[src/rtl/io_stress_err_monitor.sv]
// Purpose: soak-window monitor for IO stress checker error flags; saturating per-lane counts, sticky flags, verdict, LED, read port.
// Latency: err_in_i reaches the counters after a 2-flop synchronizer; rd_ack_o/rd_data_o follow rd_req_i by exactly 1 cycle.
// Backpressure: none; every rd_req_i gets its own ack, inputs are sampled every cycle and never stalled.
module io_stress_err_monitor #(
    parameter int NUM_LANES   = 8,
    parameter int CNT_W       = 16,
    parameter int WIN_CYCLES  = 50000000,
    parameter int BLINK_SHIFT = 23,                  // must be >= 4 so the fast DONE blink has a counter slice
    parameter int SEL_W       = $clog2(NUM_LANES)    // widen to exercise out-of-range lane selects
) (
    input  logic                 clk_i,
    input  logic                 rst_i,
    input  logic [NUM_LANES-1:0] err_in_i,
    input  logic                 arm_i,
    input  logic                 clear_i,
    input  logic                 rd_req_i,
    input  logic [SEL_W-1:0]     rd_sel_i,
    output logic                 rd_ack_o,
    output logic [CNT_W-1:0]     rd_data_o,
    output logic [NUM_LANES-1:0] sticky_o,
    output logic                 window_done_o,
    output logic                 pass_o,
    output logic                 led_o
);

    localparam int               WIN_W    = (WIN_CYCLES > 2) ? $clog2(WIN_CYCLES) : 1;
    localparam logic [WIN_W-1:0] WIN_LAST = WIN_W'(WIN_CYCLES - 1);
    localparam logic [CNT_W-1:0] CNT_MAX  = '1;
    localparam int               FAST_W   = BLINK_SHIFT - 3;

    typedef enum logic [1:0] {
        ST_IDLE = 2'd0,
        ST_RUN  = 2'd1,
        ST_DONE = 2'd2
    } state_t;

    state_t                 state_q, state_d;
    logic [NUM_LANES-1:0]   err_meta_q, err_sync_q;
    logic [WIN_W-1:0]       win_q;
    logic [CNT_W-1:0]       cnt_q [NUM_LANES];
    logic [NUM_LANES-1:0]   sticky_q;
    logic [CNT_W-1:0]       rd_mux;
    logic                   rd_ack_q;
    logic [CNT_W-1:0]       rd_data_q;
    logic [BLINK_SHIFT-1:0] blink_q;
    logic                   tog_q;

    // Two-flop synchronizer per lane: checker flags come from another clock domain.
    always_ff @(posedge clk_i or posedge rst_i) begin
        if (rst_i) begin
            err_meta_q <= '0;
            err_sync_q <= '0;
        end else begin
            err_meta_q <= err_in_i;
            err_sync_q <= err_meta_q;
        end
    end

    // State register.
    always_ff @(posedge clk_i or posedge rst_i) begin
        if (rst_i) state_q <= ST_IDLE;
        else       state_q <= state_d;
    end

    // Next state: clear beats everything, arm only honoured from IDLE.
    always_comb begin
        state_d = state_q;
        if (clear_i) begin
            state_d = ST_IDLE;
        end else begin
            case (state_q)
                ST_IDLE: if (arm_i) state_d = ST_RUN;
                ST_RUN:  if (win_q == WIN_LAST) state_d = ST_DONE;
                ST_DONE: state_d = ST_DONE;
                default: state_d = ST_IDLE;
            endcase
        end
    end

    // Window counter: zero outside RUN so every RUN entry starts at 0 and lasts WIN_CYCLES cycles.
    always_ff @(posedge clk_i or posedge rst_i) begin
        if (rst_i)                                       win_q <= '0;
        else if (state_q == ST_RUN && state_d == ST_RUN) win_q <= win_q + 1'b1;
        else                                             win_q <= '0;
    end

    // Per-lane saturating error counts and sticky flags; only RUN counts, clear wins over a same-cycle error.
    always_ff @(posedge clk_i or posedge rst_i) begin
        if (rst_i) begin
            for (int i = 0; i < NUM_LANES; i++) cnt_q[i] <= '0;
            sticky_q <= '0;
        end else if (clear_i) begin
            for (int i = 0; i < NUM_LANES; i++) cnt_q[i] <= '0;
            sticky_q <= '0;
        end else if (state_q == ST_RUN) begin
            for (int i = 0; i < NUM_LANES; i++) begin
                if (err_sync_q[i]) begin
                    sticky_q[i] <= 1'b1;
                    if (cnt_q[i] != CNT_MAX) cnt_q[i] <= cnt_q[i] + 1'b1;
                end
            end
        end
    end

    // Lane select mux; any select that matches no lane reads as zero.
    always_comb begin
        rd_mux = '0;
        for (int i = 0; i < NUM_LANES; i++) begin
            if (rd_sel_i == SEL_W'(i)) rd_mux = cnt_q[i];
        end
    end

    // Read port: ack one cycle after each request, data captured from the request cycle and held until the next ack.
    always_ff @(posedge clk_i or posedge rst_i) begin
        if (rst_i) begin
            rd_ack_q  <= 1'b0;
            rd_data_q <= '0;
        end else begin
            rd_ack_q <= rd_req_i;
            if (rd_req_i) rd_data_q <= rd_mux;
        end
    end

    // Blink timebase: restarts on every state change so RUN and DONE blinking begin from 0.
    always_ff @(posedge clk_i or posedge rst_i) begin
        if (rst_i) begin
            blink_q <= '0;
            tog_q   <= 1'b0;
        end else if (state_d != state_q || state_q == ST_IDLE) begin
            blink_q <= '0;
            tog_q   <= 1'b0;
        end else begin
            blink_q <= blink_q + 1'b1;
            if (state_q == ST_RUN && (&blink_q))                    tog_q <= ~tog_q;
            else if (state_q == ST_DONE && (&blink_q[FAST_W-1:0])) tog_q <= ~tog_q;
        end
    end

    // Outputs decoded from state: verdict, done flag and LED pattern.
    always_comb begin
        window_done_o = (state_q == ST_DONE);
        pass_o        = (state_q == ST_DONE) && (sticky_q == '0);
        case (state_q)
            ST_RUN:  led_o = tog_q;
            ST_DONE: led_o = (sticky_q == '0) ? 1'b1 : tog_q;
            default: led_o = 1'b0;
        endcase
    end

    assign sticky_o  = sticky_q;
    assign rd_ack_o  = rd_ack_q;
    assign rd_data_o = rd_data_q;

endmodule

[config.mk]
export PLATFORM = sky130hd
export DESIGN_NAME = io_stress_err_monitor
export DESIGN_NICKNAME = d
export VERILOG_FILES = /design/src/rtl/io_stress_err_monitor.sv
export SDC_FILE = /design/constraint.sdc
export NUM_CORES = 1
export LEC_CHECK = 0
export CORE_MARGIN = 3
export CORE_UTILIZATION = 67
export DETAILED_ROUTE_END_ITERATION = 10
export GPL_TIMING_DRIVEN = 0
export PLACE_DENSITY = 0.84
export SETUP_SLACK_MARGIN = 0.05
export SLEW_MARGIN = 20
export SYNTH_ARGS = -nofsm -noshare
export SYNTH_HDL_FRONTEND = slang
export SYNTH_SLANG_ARGS = --single-unit
[constraint.sdc]
create_clock -name clk_i -period 13.2 [get_ports clk_i]
set_input_delay 3.96 -clock clk_i [delete_from_list [all_inputs] [get_ports clk_i]]
set_output_delay 3.96 -clock clk_i [all_outputs]
set_load 0.01 [all_outputs]
# == Word-level counts from Yosys, hierarchy flattened ==
# Index checks and enable logic that the tools add are counted.
# totals
input_bits,16
out_inout_bits,28
ff_bits,221
elab_cells,146
# op_classes
add_sub_neg,10
mux,47
n_eq_ne,20
n_bitwise,1
n_reduce_logical,44
# op_table
operator,n
$mux 16,24
$mux 128,2
$add 16x1->16 const B,8
$ne 16x16->1 const B,8
$reduce_bool 2->1,17
$add 26x1->26 const B,1
$eq 26x26->1 const B,1
$mux 26,1
$reduce_and 3->1,8
$add 23x1->23 const B,1
$mux 23,1
$reduce_and 23->1,1
$reduce_and 20->1,1
$mux 8,2
$reduce_and 2->1,8
$eq 3x3->1 const B,4
$mux 1,12
$logic_not 8->1,1
$eq 3x2->1 const B,2
$mux 2,3
$pmux 2 s3,1
$eq 2x1->1 const B,2
$logic_and 1x1->1,4
$eq 3x1->1 const B,1
other kinds (8),8

# == Logic depth before layout (Yosys ltp) ==
# logic_depth
word_depth,9
ltp_mapped,9
ltp_nobuf,6

# == Worst setup path before layout ==
# Ideal clock, no wire load.
# synth_timing
path_type,flip-flop to output port
startpoint,register state_q[0]
endpoint,output led_o
path_slack_ns,7.468
path_stages_with_launch,7
t_arrival_ns,1.772
n_path_buf,0
t_required_ns,9.240
cell_sequence,dfrtp_1 inv_1 ha_1 nor4b_1 nand2_1 nor4_1 o21a_1
# synth_via
elab_chain_len,2
word_cells_on_any_way,3
classes_between,eq/ne: 2; mux: 1
# synth_rtl
element,line_no,source
start: declaration,37,"state_t state_q, state_d;"
start signal: assignment,62,else state_q <= state_d;
$eq 2x2->1,n/a,
named net window_done_o,21,"output logic window_done_o,"
$pmux 1 s2,143,case (state_q)
end: declaration,23,output logic led_o
# The timed path passes the listed nets, and every way through them passes these cells.

# == Final worst setup path ==
# layout_timing
startpoint,register state_q[0]
endpoint,output led_o
# layout_via
elab_chain_len,2
word_cells_on_any_way,3
classes_between,eq/ne: 2; mux: 1
# layout_rtl
element,line_no
$eq 2x2->1 / $eq 2x1->1 (equally long branches),143
$pmux 1 s2 *,143
# Every way passes the cells marked *; elsewhere a longest branch is shown, timed or not.

==> qor.csv <==
metric,value,unit
whs_endpoint,err_sync_q[4]$_DFF_PP0_,
regArea,0.00553,sq mm
area_delta_synth_final,12.4,%
antennaDiodeCount,0,
avgSynthCellArea,9.36,sq um
synth_fp_nets,1397,
wire_per_inst,23.2,um
skew,0.0137,ns
cts_inserted_buffers,24,
post_cts_resized,0,
cp.arrival,2.91,ns
io_pins,44,
ys_ff_latch,221,
drive_gt1_frac,0.101,
synth_area,0.0128,sq mm
dp_slack,6.20,ns
setup_viol,0,
antenna_found_initial,0,
vdd_drop_max,0.115,mV
hpwl,27.5,mm
synth_cell_types,66,
cts_hold_buffers,0,
hold_depth,0,
start_kind,register,
tns,0,ns
synth_top_family_by_area,simple AND/OR/NAND/NOR gates,
post_cts_buffers,0,
h-tree-depth,1,
yosysSeqAreaShare,0.432,
reg2reg_depth,8,
power,1.55,mW
status,"finished, final reports clean",
wl,39.1,mm
clk_path_buf_depth,3,
rsz0062_at_grt,no,
worstMarginPinSlew,1.10,ns
start_util,0.698,
synthMuxAreaShare,0.0791,
drc,0,
period_needed,6.87,ns
synthAdderAreaFrac,0.0137,
powerDensity,107,mW/mm^2
ys.flop_type,dfrtp_1,
hold_ws,0.344,ns
grt_use_total,0.380,
hp-start,err_meta_q[4]$_DFF_PP0_,
r2r_slack,9.65,ns
path_clk_slew,0.07,ns
num-fill-cells,1218,
grt_pass1_vias,11400,
coreArea,0.0183,sq mm
p_leak,5.57,nW
grt_max_degree,87,
critical_path_class,reg2out,
synth-compound-area-share,0.174,
dr.first_iter.drc_count,1617,
hp-class,reg2reg,
synth_xor_area_frac,0.0192,
dieWidth,144,um
required,9.24,ns
fmax,145,MHz
io_buffers,39,
die_area,0.0208,sq mm
cp-end-kind,output pin,
die_h,144,um
cts-root-buf,clkbuf_16,
syn_inst,1367,
drv_cap,0,
synth-simple-area-share,0.250,
ant_nets,0,
rows,49,
cts_tree,built,
slew_headroom,0.262,
r2r-end,cnt_q[103]$_DFFE_PP0P_,
synth_edf_count,0,
synth.yosys.warnings,0,
finalCritPeriodShare,0.521,
maxSlewViolCount,0,
viasPerCell,7.21,
vias,12100,
clkLatencyLatePin,0.54,ns
grt_pass1_wl,62.2,mm
gp_congestion,0.984,
multi_input_area,0.00686,sq mm
clkSinkCount,221,
worst-path-max-fanout,7,
worst_slack,6.33,ns
firstDrtPassIters,6,
rr_startpoint,state_q[1]$_DFF_PP0_,
overflow,0,
hold_violations,0,
final_nets,1464,
async_flop_share,1.00,
[sequential cells by signal, summed over array words and instances, names as in the netlist, 2 cells and up]
register / count
err_sync_q: 8
state_q: 2
rd_data_o: 16
sticky_o: 8
err_meta_q: 8
cnt_q: 128
blink_q: 23
win_q: 26
[cells in the final DEF (no fill, tap or decap), drive strengths merged, types with 20 or more instances in the layout]
master	synthesis	layout
mux2	75	75
or3	38	38
dfrtp	221	221
clkbuf	66	94
nor3	43	43
nand3	56	56
nand4	62	62
o31ai	45	45
and4	20	20
nor2	88	88
or4	47	47
o21ai	55	55
nand2	65	65
clkdlybuf4s50	0	39
nor2b	51	51
inv	25	29
a21oi	127	127
[critical path, stage by stage, from the launching register on]
cell and delay [ns]:
dfrtp_1 0.42, inv_1 0.12, ha_1 0.33, nor4b_1 0.31, nand2_1 0.09, nor4_1 0.35, o21a_1 0.21, clkdlybuf4s50_1 0.54
[worst max-delay path by stage]
| stage | startpoint | endpoint | slack (ns) | depth (start not counted) |
|---|---|---|---|---|
| floorplan | rst_i | blink_q[0]$_DFF_PP0_ | 3.19 | 1 |
| global placement | rst_i | cnt_q[19]$_DFFE_PP0P_ | 0.50 | 2 |
| detailed placement | clear_i | cnt_q[122]$_DFFE_PP0P_ | 6.20 | 6 |
| CTS | state_q[0]$_DFF_PP0_ | led_o | 6.32 | 7 |
| global route | state_q[0]$_DFF_PP0_ | led_o | 6.21 | 7 |
| finish | state_q[0]$_DFF_PP0_ | led_o | 6.33 | 7 |
[per-layer routing]
layer | global-route usage | wire length (um) | vias up
li1 | - | - | 5372
met3 | 0.0737 | 3830 | 151
met4 | 0.144 | 1930 | 0
met5 | 0 | 0 | -
met1 | 0.533 | 15700 | 5842
met2 | 0.590 | 17600 | 757
[logic make-up (layout without fill, tap and decap cells)]
family,Yosys count,after routing
XOR/XNOR,28,28
adder cells (fa/ha/maj),14,14
flip-flops,221,221
AND/OR/NAND/NOR,562,562
buffers and inverters,106,191
multiplexers,88,88
AO/OA/AOI/OAI,348,348
[through the flow]
| step | util | area (sq um) | instances |
|---|---|---|---|
| 3_5_place_dp | 0.738 | 13500 | 1637 |
| 4_1_cts | 0.785 | 14400 | 1681 |
| 3_3_place_gp | 0.735 | 13500 | 1635 |
| 2_1_floorplan | - | 12800 | 1367 |
| 6_report | 0.785 | 14400 | 1681 |
| 5_1_grt | 0.785 | 14400 | 1681 |
[Yosys cell counts (all sizes together) (5+ instances only)]
cell type    n  area, sq um
a31oi        8         50.1
and3        19          119
or4         47          354
nor4        19          119
o31ai       45          338
and4        20          176
o21ai       55          275
dfrtp      221         5530
a21oi      127          636
o41ai        6         52.6
mux2        75          845
o2bb2ai     10         87.6
xor2        17          149
a2111oi     16          140
a311oi       6         52.6
nand4       62          403
a22oi       19          143
clkbuf      66          248
or2          5         31.3
and3b        9         78.8
and2        12         75.1
a22o         9         78.8
buf         14         63.8
a211oi      19          143
or3         38          241
nor3        43          220
nand3       56          280
nand2b      14         87.6
mux2i       10          100
nor2        88          330
ha          14          175
nor2b       51          319
nand2       65          244
xnor2       11         96.3
inv         25         93.8
[final cells by class]
class | count | share of cell area
Timing Repair Buffer | 41 | 0.0310
Sequential cell | 221 | 0.384
Tap cell | 229 | 0.0199
Inverter | 26 | 0.00731
Buffer | 80 | 0.0217
Clock buffer | 28 | 0.0449
Multi-Input combinational cell | 1040 | 0.477
Clock inverter | 16 | 0.0142
[power by group]
| part | internal, mW | leakage (nW) | switching [mW] |
|---|---|---|---|
| logic | 0.0426 | 2.13 | 0.0851 |
| clock network | 0.417 | 0.414 | 0.299 |
| registers | 0.689 | 3.02 | 0.0132 |
Power figures use the tool's default switching activity.
